--- src/rtl/wdt_windowed.sv ---
// Windowed watchdog timer: early-warning interrupt, early-kick detection,
// sticky configuration lock, stretched system-reset pulse and reset-cause capture.
module wdt_windowed #(
  parameter int CNT_W     = 24,
  parameter int RST_PULSE = 4,
  parameter int WARN_DEF  = 3
) (
  input  logic             clk,
  input  logic             rst_n,
  input  logic             en,
  input  logic             kick,
  input  logic             ld_en,
  input  logic [CNT_W-1:0] ld_cnt,
  input  logic [CNT_W-1:0] ld_win,
  input  logic [CNT_W-1:0] ld_warn,
  input  logic             lock,
  output logic             rst_int,
  output logic             rst_sys,
  output logic [CNT_W-1:0] cnt,
  output logic [1:0]       state,
  output logic [1:0]       cause
);

  localparam int PC_W = (RST_PULSE > 1) ? $clog2(RST_PULSE) : 1;
  localparam logic [PC_W-1:0] PC_LAST     = PC_W'(RST_PULSE - 1);
  localparam logic [1:0]      CAUSE_NONE  = 2'b00;
  localparam logic [1:0]      CAUSE_TMO   = 2'b01;
  localparam logic [1:0]      CAUSE_EARLY = 2'b10;

  typedef enum logic [1:0] {
    ST_IDLE = 2'b00,
    ST_RUN  = 2'b01,
    ST_WARN = 2'b10,
    ST_BITE = 2'b11
  } state_t;

  state_t           r_state;
  logic [CNT_W-1:0] r_cnt;
  logic [CNT_W-1:0] r_reload;
  logic [CNT_W-1:0] r_win;
  logic [CNT_W-1:0] r_warn;
  logic             r_locked;
  logic             r_int;
  logic             r_sys;
  logic [1:0]       r_cause;
  logic [PC_W-1:0]  r_pulse;

  state_t           w_state_nxt;
  logic [CNT_W-1:0] w_cnt_nxt;
  logic             w_int_nxt;
  logic             w_sys_nxt;
  logic [1:0]       w_cause_nxt;
  logic [PC_W-1:0]  w_pulse_nxt;

  logic             w_en_eff;
  logic             w_load;
  logic [CNT_W-1:0] w_ld_clamp;
  logic             w_kick_ok;
  logic             w_warn_hit;
  logic [CNT_W-1:0] w_cnt_dec;

  assign w_en_eff   = en | r_locked;
  assign w_load     = ld_en & ~r_locked;
  assign w_ld_clamp = (ld_cnt == {CNT_W{1'b0}}) ? CNT_W'(1) : ld_cnt;
  assign w_kick_ok  = (r_cnt <= r_win);
  // Warning only fires when the threshold is non-zero and actually below the reload value
  assign w_warn_hit = (r_warn != {CNT_W{1'b0}}) && (r_warn < r_reload) && (r_cnt == r_warn);
  assign w_cnt_dec  = r_cnt - CNT_W'(1);

  // Next-state, counter and pulse sequencing for the watchdog FSM
  always_comb begin
    w_state_nxt = r_state;
    w_cnt_nxt   = r_cnt;
    w_int_nxt   = 1'b0;
    w_sys_nxt   = r_sys;
    w_cause_nxt = r_cause;
    w_pulse_nxt = r_pulse;
    case (r_state)
      ST_IDLE: begin
        w_sys_nxt = 1'b0;
        if (w_en_eff) begin
          w_state_nxt = ST_RUN;
          w_cnt_nxt   = w_load ? w_ld_clamp : r_reload;
        end else begin
          w_state_nxt = ST_IDLE;
        end
      end
      ST_RUN, ST_WARN: begin
        w_sys_nxt = 1'b0;
        if (!w_en_eff) begin
          w_state_nxt = ST_IDLE;
        end else if (w_load) begin
          w_state_nxt = ST_RUN;
          w_cnt_nxt   = w_ld_clamp;
        end else if (kick) begin
          if (w_kick_ok) begin
            w_state_nxt = ST_RUN;
            w_cnt_nxt   = r_reload;
          end else begin
            w_state_nxt = ST_BITE;
            w_sys_nxt   = 1'b1;
            w_pulse_nxt = {PC_W{1'b0}};
            w_cause_nxt = CAUSE_EARLY;
          end
        end else if ((r_state == ST_RUN) && w_warn_hit) begin
          w_state_nxt = ST_WARN;
          w_int_nxt   = 1'b1;
          w_cnt_nxt   = w_cnt_dec;
        end else if (r_cnt == {CNT_W{1'b0}}) begin
          w_state_nxt = ST_BITE;
          w_sys_nxt   = 1'b1;
          w_pulse_nxt = {PC_W{1'b0}};
          w_cause_nxt = CAUSE_TMO;
        end else begin
          w_cnt_nxt = w_cnt_dec;
        end
      end
      ST_BITE: begin
        // rst_sys is raised on entry, so BITE lasts exactly RST_PULSE cycles
        if (r_pulse == PC_LAST) begin
          w_state_nxt = w_en_eff ? ST_RUN : ST_IDLE;
          w_cnt_nxt   = r_reload;
          w_sys_nxt   = 1'b0;
          w_pulse_nxt = {PC_W{1'b0}};
        end else begin
          w_sys_nxt   = 1'b1;
          w_pulse_nxt = r_pulse + PC_W'(1);
        end
      end
      default: begin
        w_state_nxt = ST_IDLE;
        w_sys_nxt   = 1'b0;
        w_pulse_nxt = {PC_W{1'b0}};
      end
    endcase
  end

  // FSM state, counter and registered output flops
  always_ff @(posedge clk) begin
    if (!rst_n) begin
      r_state <= ST_IDLE;
      r_cnt   <= {CNT_W{1'b0}};
      r_int   <= 1'b0;
      r_sys   <= 1'b0;
      r_cause <= CAUSE_NONE;
      r_pulse <= {PC_W{1'b0}};
    end else begin
      r_state <= w_state_nxt;
      r_cnt   <= w_cnt_nxt;
      r_int   <= w_int_nxt;
      r_sys   <= w_sys_nxt;
      r_cause <= w_cause_nxt;
      r_pulse <= w_pulse_nxt;
    end
  end

  // Configuration hold registers and the sticky lock
  always_ff @(posedge clk) begin
    if (!rst_n) begin
      r_reload <= {CNT_W{1'b1}};
      r_win    <= {CNT_W{1'b1}};
      r_warn   <= CNT_W'(WARN_DEF);
      r_locked <= 1'b0;
    end else begin
      if (lock) begin
        r_locked <= 1'b1;
      end
      if (w_load) begin
        r_reload <= w_ld_clamp;
        r_win    <= ld_win;
        r_warn   <= ld_warn;
      end
    end
  end

  assign rst_int = r_int;
  assign rst_sys = r_sys;
  assign cnt     = r_cnt;
  assign state   = r_state;
  assign cause   = r_cause;

endmodule

--- config.mk ---
export PLATFORM = sky130hd
export DESIGN_NAME = wdt_windowed
export DESIGN_NICKNAME = d
export VERILOG_FILES = /design/src/rtl/wdt_windowed.sv
export SDC_FILE = /design/constraint.sdc
export NUM_CORES = 1
export LEC_CHECK = 0
export BUFFER_PORTS_ARGS = -buffer_cell sky130_fd_sc_hd__buf_4
export CAP_MARGIN = 5
export CORE_MARGIN = 2
export CORE_UTILIZATION = 45
export DETAILED_ROUTE_END_ITERATION = 8
export GPL_TIMING_DRIVEN = 0
export PLACE_DENSITY = 0.75
export SLEW_MARGIN = 5
export SYNTH_ARGS = -nofsm -noshare
export SYNTH_HDL_FRONTEND = slang
export SYNTH_SLANG_ARGS = --single-unit
--- constraint.sdc ---
create_clock -name clk -period 5.32 [get_ports clk]
set_input_delay 1.33 -clock clk [delete_from_list [all_inputs] [get_ports clk]]
set_output_delay 1.33 -clock clk [all_outputs]
set_load 0.03 [all_outputs]
==> flow_metrics.py <==
metrics = {
    "sta": {
        "worst_slew_pin_slew_ps": 879,
        "rsz0062_at_grt": "false",
        "slew-limit-headroom_pct": 41.4,
        "fin_skew_ps": 8.55,
        "finalWorstPathRequiredPeriod_ps": 3530,
        "final_min_period_over_clock_period_pct": 66.3,
        "report.final.hold_viol_count": 0,
        "worst_slack_ps": 1790,
        "fmaxAchievable_ghz": 0.284,
        "setup_viol_count_final": 0,
        "fin_setup_tns_ps": 0,
        "slew_violations": 0,
    },
    "cts": {
        "postCtsHoldBufs": 0,
        "cts.root.buffer_cell": "sky130_fd_sc_hd__clkbuf_16",
        "cts_max_level": 3,
        "tritoncts.num_buffers": 9,
        "clk_path_buf_depth": 2,
        "clock_insertion_delay_worst_skew_ps": 360,
        "cts_sink_cnt": 105,
        "clk_transition_reported_paths_ps": 80,
        "cts_tree": "yes",
        "post_cts_buffers": 0,
        "cts_repair_resize_count": 0,
    },
    "pwr": {
        "power_report.internal_total_uw": 1560,
        "sequentialPowerShare_pct": 39.4,
        "pwr_density_cell_nw_per_um2": 298,
        "report.power.total_uw": 2400,
        "static_leakage_uw": 0.00365,
        "sw_frac_of_total_pct": 35.0,
        "p_switching_uw": 839,
        "share_comb_of_total_power_pct": 29.9,
        "clock_power_share_pct": 30.7,
        "irDropWorstVdd_mv": 0.229,
    },
    "routing": {
        "detailed_routing_iteration_count_for_the_pre_antenna_repair_pass": 5,
        "dr_total_vias": 6919,
        "drc": 0,
        "routed_wire_length_per_instance_um": 19.5,
        "drtAntennaViolNets": 0,
        "route.detailed.vias_per_inst": 5.93,
        "drt_iter0_drc": 673,
        "detail_route.wirelength_um": 22800,
    },
    "global_route": {
        "grt_start_max_net_pins": 17,
        "grt_pass1_vias": 6496,
        "grt_pass1_wl_um": 35300,
        "grt_use_total_pct": 28.5,
        "globalRouteOverflowTotal": 0,
        "initial_antenna_violation_count": 0,
    },
    "setup_path": {
        "timing.critical_path.from_type": "primary input",
        "critical_path.most_common_cell": "sky130_fd_sc_hd__clkbuf_1",
        "r2r.worst_path.cells": 10,
        "worst-path-max-fanout": 10,
        "critPathArrivalTime_ps": 3810,
        "setup.reg_to_reg.worst_slack_ps": 2020,
        "critical-path-slowest-cell": "sky130_fd_sc_hd__clkbuf_1",
        "critPathKind": "primary input to flop",
        "cp-end-kind": "flop",
        "cpPeakStageDelay_ps": 560,
        "cp_data_required_time_ps": 5600,
        "worstPathCellList": "buf_4 -> nor2b_1 -> clkbuf_1 -> clkbuf_1 -> clkbuf_1 -> clkbuf_1 -> nand2_1 -> o211ai_1",
    },
    "yosys": {
        "yosys.cell_types.count": 64,
        "synth-edff-count": 0,
        "asr_flop_ratio_synth_pct": 0,
        "synth_cells": 860,
        "netlist_top_cells_count": "172 x sky130_fd_sc_hd__nand2_1, 105 x sky130_fd_sc_hd__dfxtp_1, 72 x sky130_fd_sc_hd__a21oi_1, 56 x sky130_fd_sc_hd__inv_1, 53 x sky130_fd_sc_hd__ha_1",
        "post-synth-top-count-cell": "sky130_fd_sc_hd__nand2_1",
        "postSynth.topFlopCell": "sky130_fd_sc_hd__dfxtp_1",
        "register_bit_count_reported_by_yosys": 105,
        "netlist.area_leader.share_pct": 31.4,
        "mappedNetlistArea_um2": 6700,
        "yosys-top-cells-area": "sky130_fd_sc_hd__dfxtp_1 31%, sky130_fd_sc_hd__ha_1 9.9%, sky130_fd_sc_hd__nand2_1 9.6%",
        "sequential_to_total_area_share_from_yosys_stat_pct": 31.4,
        "synth_fp_nets": 991,
        "synth.largest_area_cell": "sky130_fd_sc_hd__dfxtp_1",
        "post_synth.cell_area_avg_um2": 7.79,
        "yosys_warnings": 0,
    },
    "floorplan": {
        "start_util_pct": 46.1,
        "die_h_um": 126,
        "die_area_um2": 15900,
        "die_w_um": 126,
        "ioPinCount": 108,
        "site_row_count": 44,
        "core_area_um2": 14500,
    },
    "cells_and_area": {
        "final-instance-count-excl-fill": 1166,
        "syn_to_final_growth_pct": 20.0,
        "num_antenna_cells": 0,
        "fraction_of_the_core_area_covered_by_cells_at_the_end_of_the_flow_pct": 55.3,
        "final_net_count": 1108,
        "drive_gt1_share_pct": 15.3,
    },
    "place": {
        "post_dp_hpwl_um": 17600,
        "place_inst": 1150,
        "post-place-ws_ps": 1500,
        "port-buffer-count": 106,
        "gp_routability_congestion": 0.931,
    },
    "min_path": {
        "timing.hold.worst_path_depth": 2,
        "hold_path_class": "flop to flop",
    },
    "flow_run": {
        "max_cap_viol_count": 0,
    },
    "outcome": {
        "run_status": "complete, no violations",
    },
}
-- logic make-up (layout without fill, tap and decap cells) --
logic type	Yosys count	after routing	synth area share, %
DFF	105	105	31.4
buffers and inverters	108	230	6.80
muxes	16	16	2.41
adders and majority gates	53	53	9.90
xor gates and xnor gates	38	38	4.97
AOI/OAI and AO/OA	214	214	21.9
and+or+nand+nor	326	326	22.7
-- sequential cells by signal, indices dropped and copies added (netlist names) --
register	cells
r_locked	1
r_reload	24
rst_int	1
rst_sys	1
state	2
cause	2
r_pulse	2
r_win	24
r_warn	24
cnt	24
-- area by class of cell --
class	instances	area [um^2]
Timing Repair Buffer	106	796
Sequential cell	105	2100
Clock buffer	12	236
Tap cell	184	230
Buffer	52	245
Fill cell	1457	6490
Inverter	56	210
Clock inverter	4	77.6
Multi-Input combinational cell	647	4140
-- worst max-delay path, delay by kind of cell --
| family | cells | cell delay [ps] |
|---|---|---|
| and+or+nand+nor | 2 | 330 |
| AOI/OAI and AO/OA | 1 | 120 |
| buffers and inverters | 5 | 2010 |
-- per-layer routing --
metal / up-vias / track usage [%] / routed length (um)
li1: 3299 / - / -
met1: 3243 / 37.4 / 9720
met2: 310 / 45.7 / 10500
met3: 67 / 6.88 / 1780
met4: 0 / 10.3 / 766
met5: - / 0 / 0
-- cells in the final DEF, fill, tap and decap left out, types with 3 or more instances in the layout --
cell and instances:
sky130_fd_sc_hd__xnor2_1 32, sky130_fd_sc_hd__inv_1 56, sky130_fd_sc_hd__nand2_1 172, sky130_fd_sc_hd__nor3_1 11, sky130_fd_sc_hd__nor4_1 20, sky130_fd_sc_hd__and2_1 4
sky130_fd_sc_hd__xor2_1 6, sky130_fd_sc_hd__nand2b_1 3, sky130_fd_sc_hd__a221o_1 4, sky130_fd_sc_hd__o2111ai_1 3, sky130_fd_sc_hd__a22o_1 3, sky130_fd_sc_hd__o31ai_2 5
sky130_fd_sc_hd__o211ai_1 36, sky130_fd_sc_hd__dfxtp_1 105, sky130_fd_sc_hd__a211oi_1 5, sky130_fd_sc_hd__o21ai_0 28, sky130_fd_sc_hd__buf_4 106, sky130_fd_sc_hd__nand3_1 18
sky130_fd_sc_hd__a222oi_1 8, sky130_fd_sc_hd__a211o_1 3, sky130_fd_sc_hd__nand3b_1 3, sky130_fd_sc_hd__buf_6 6, sky130_fd_sc_hd__buf_2 4, sky130_fd_sc_hd__a31oi_1 7
sky130_fd_sc_hd__and3_1 4, sky130_fd_sc_hd__clkbuf_1 43, sky130_fd_sc_hd__nand4_1 19, sky130_fd_sc_hd__a221oi_1 8, sky130_fd_sc_hd__ha_1 53, sky130_fd_sc_hd__or3_1 5
sky130_fd_sc_hd__nor2_1 45, sky130_fd_sc_hd__nor2b_1 8, sky130_fd_sc_hd__mux2i_1 15, sky130_fd_sc_hd__clkbuf_16 9, sky130_fd_sc_hd__a21oi_1 72, sky130_fd_sc_hd__o31ai_1 3
sky130_fd_sc_hd__a21o_1 10
-- per-stage QoR --
stage	instance area (um^2)	hold slack, ps
finish	8040	487
global route	8040	514
CTS	8040	493
detailed placement	7730	466
global placement	7730	459
floorplan	6700	445
-- path summary, 6_finish.rpt --
| path | start | endpoint |
|---|---|---|
| min reg2reg | r_win[0]$_SDFFE_PN1P_ | r_win[0]$_SDFFE_PN1P_ |
| min | r_win[0]$_SDFFE_PN1P_ | r_win[0]$_SDFFE_PN1P_ |
| max reg2reg | state[0]$_SDFFE_PN0P_ | cnt[23]$_SDFFE_PN0P_ |
| max | ld_en | r_reload[22]$_SDFF_PN1_ |
-- power by group through the flow --
| stage | registers, uW | clock network, uW | logic [uW] |
|---|---|---|---|
| 2_1_floorplan | 979 | 0 | 428 |
| 3_3_place_gp | 961 | 0 | 694 |
| 3_5_place_dp | 962 | 0 | 700 |
| 4_1_cts | 944 | 743 | 706 |
| 5_1_grt | 952 | 775 | 782 |
| 6_report | 945 | 737 | 716 |
(Power assumes the default switching activity.)
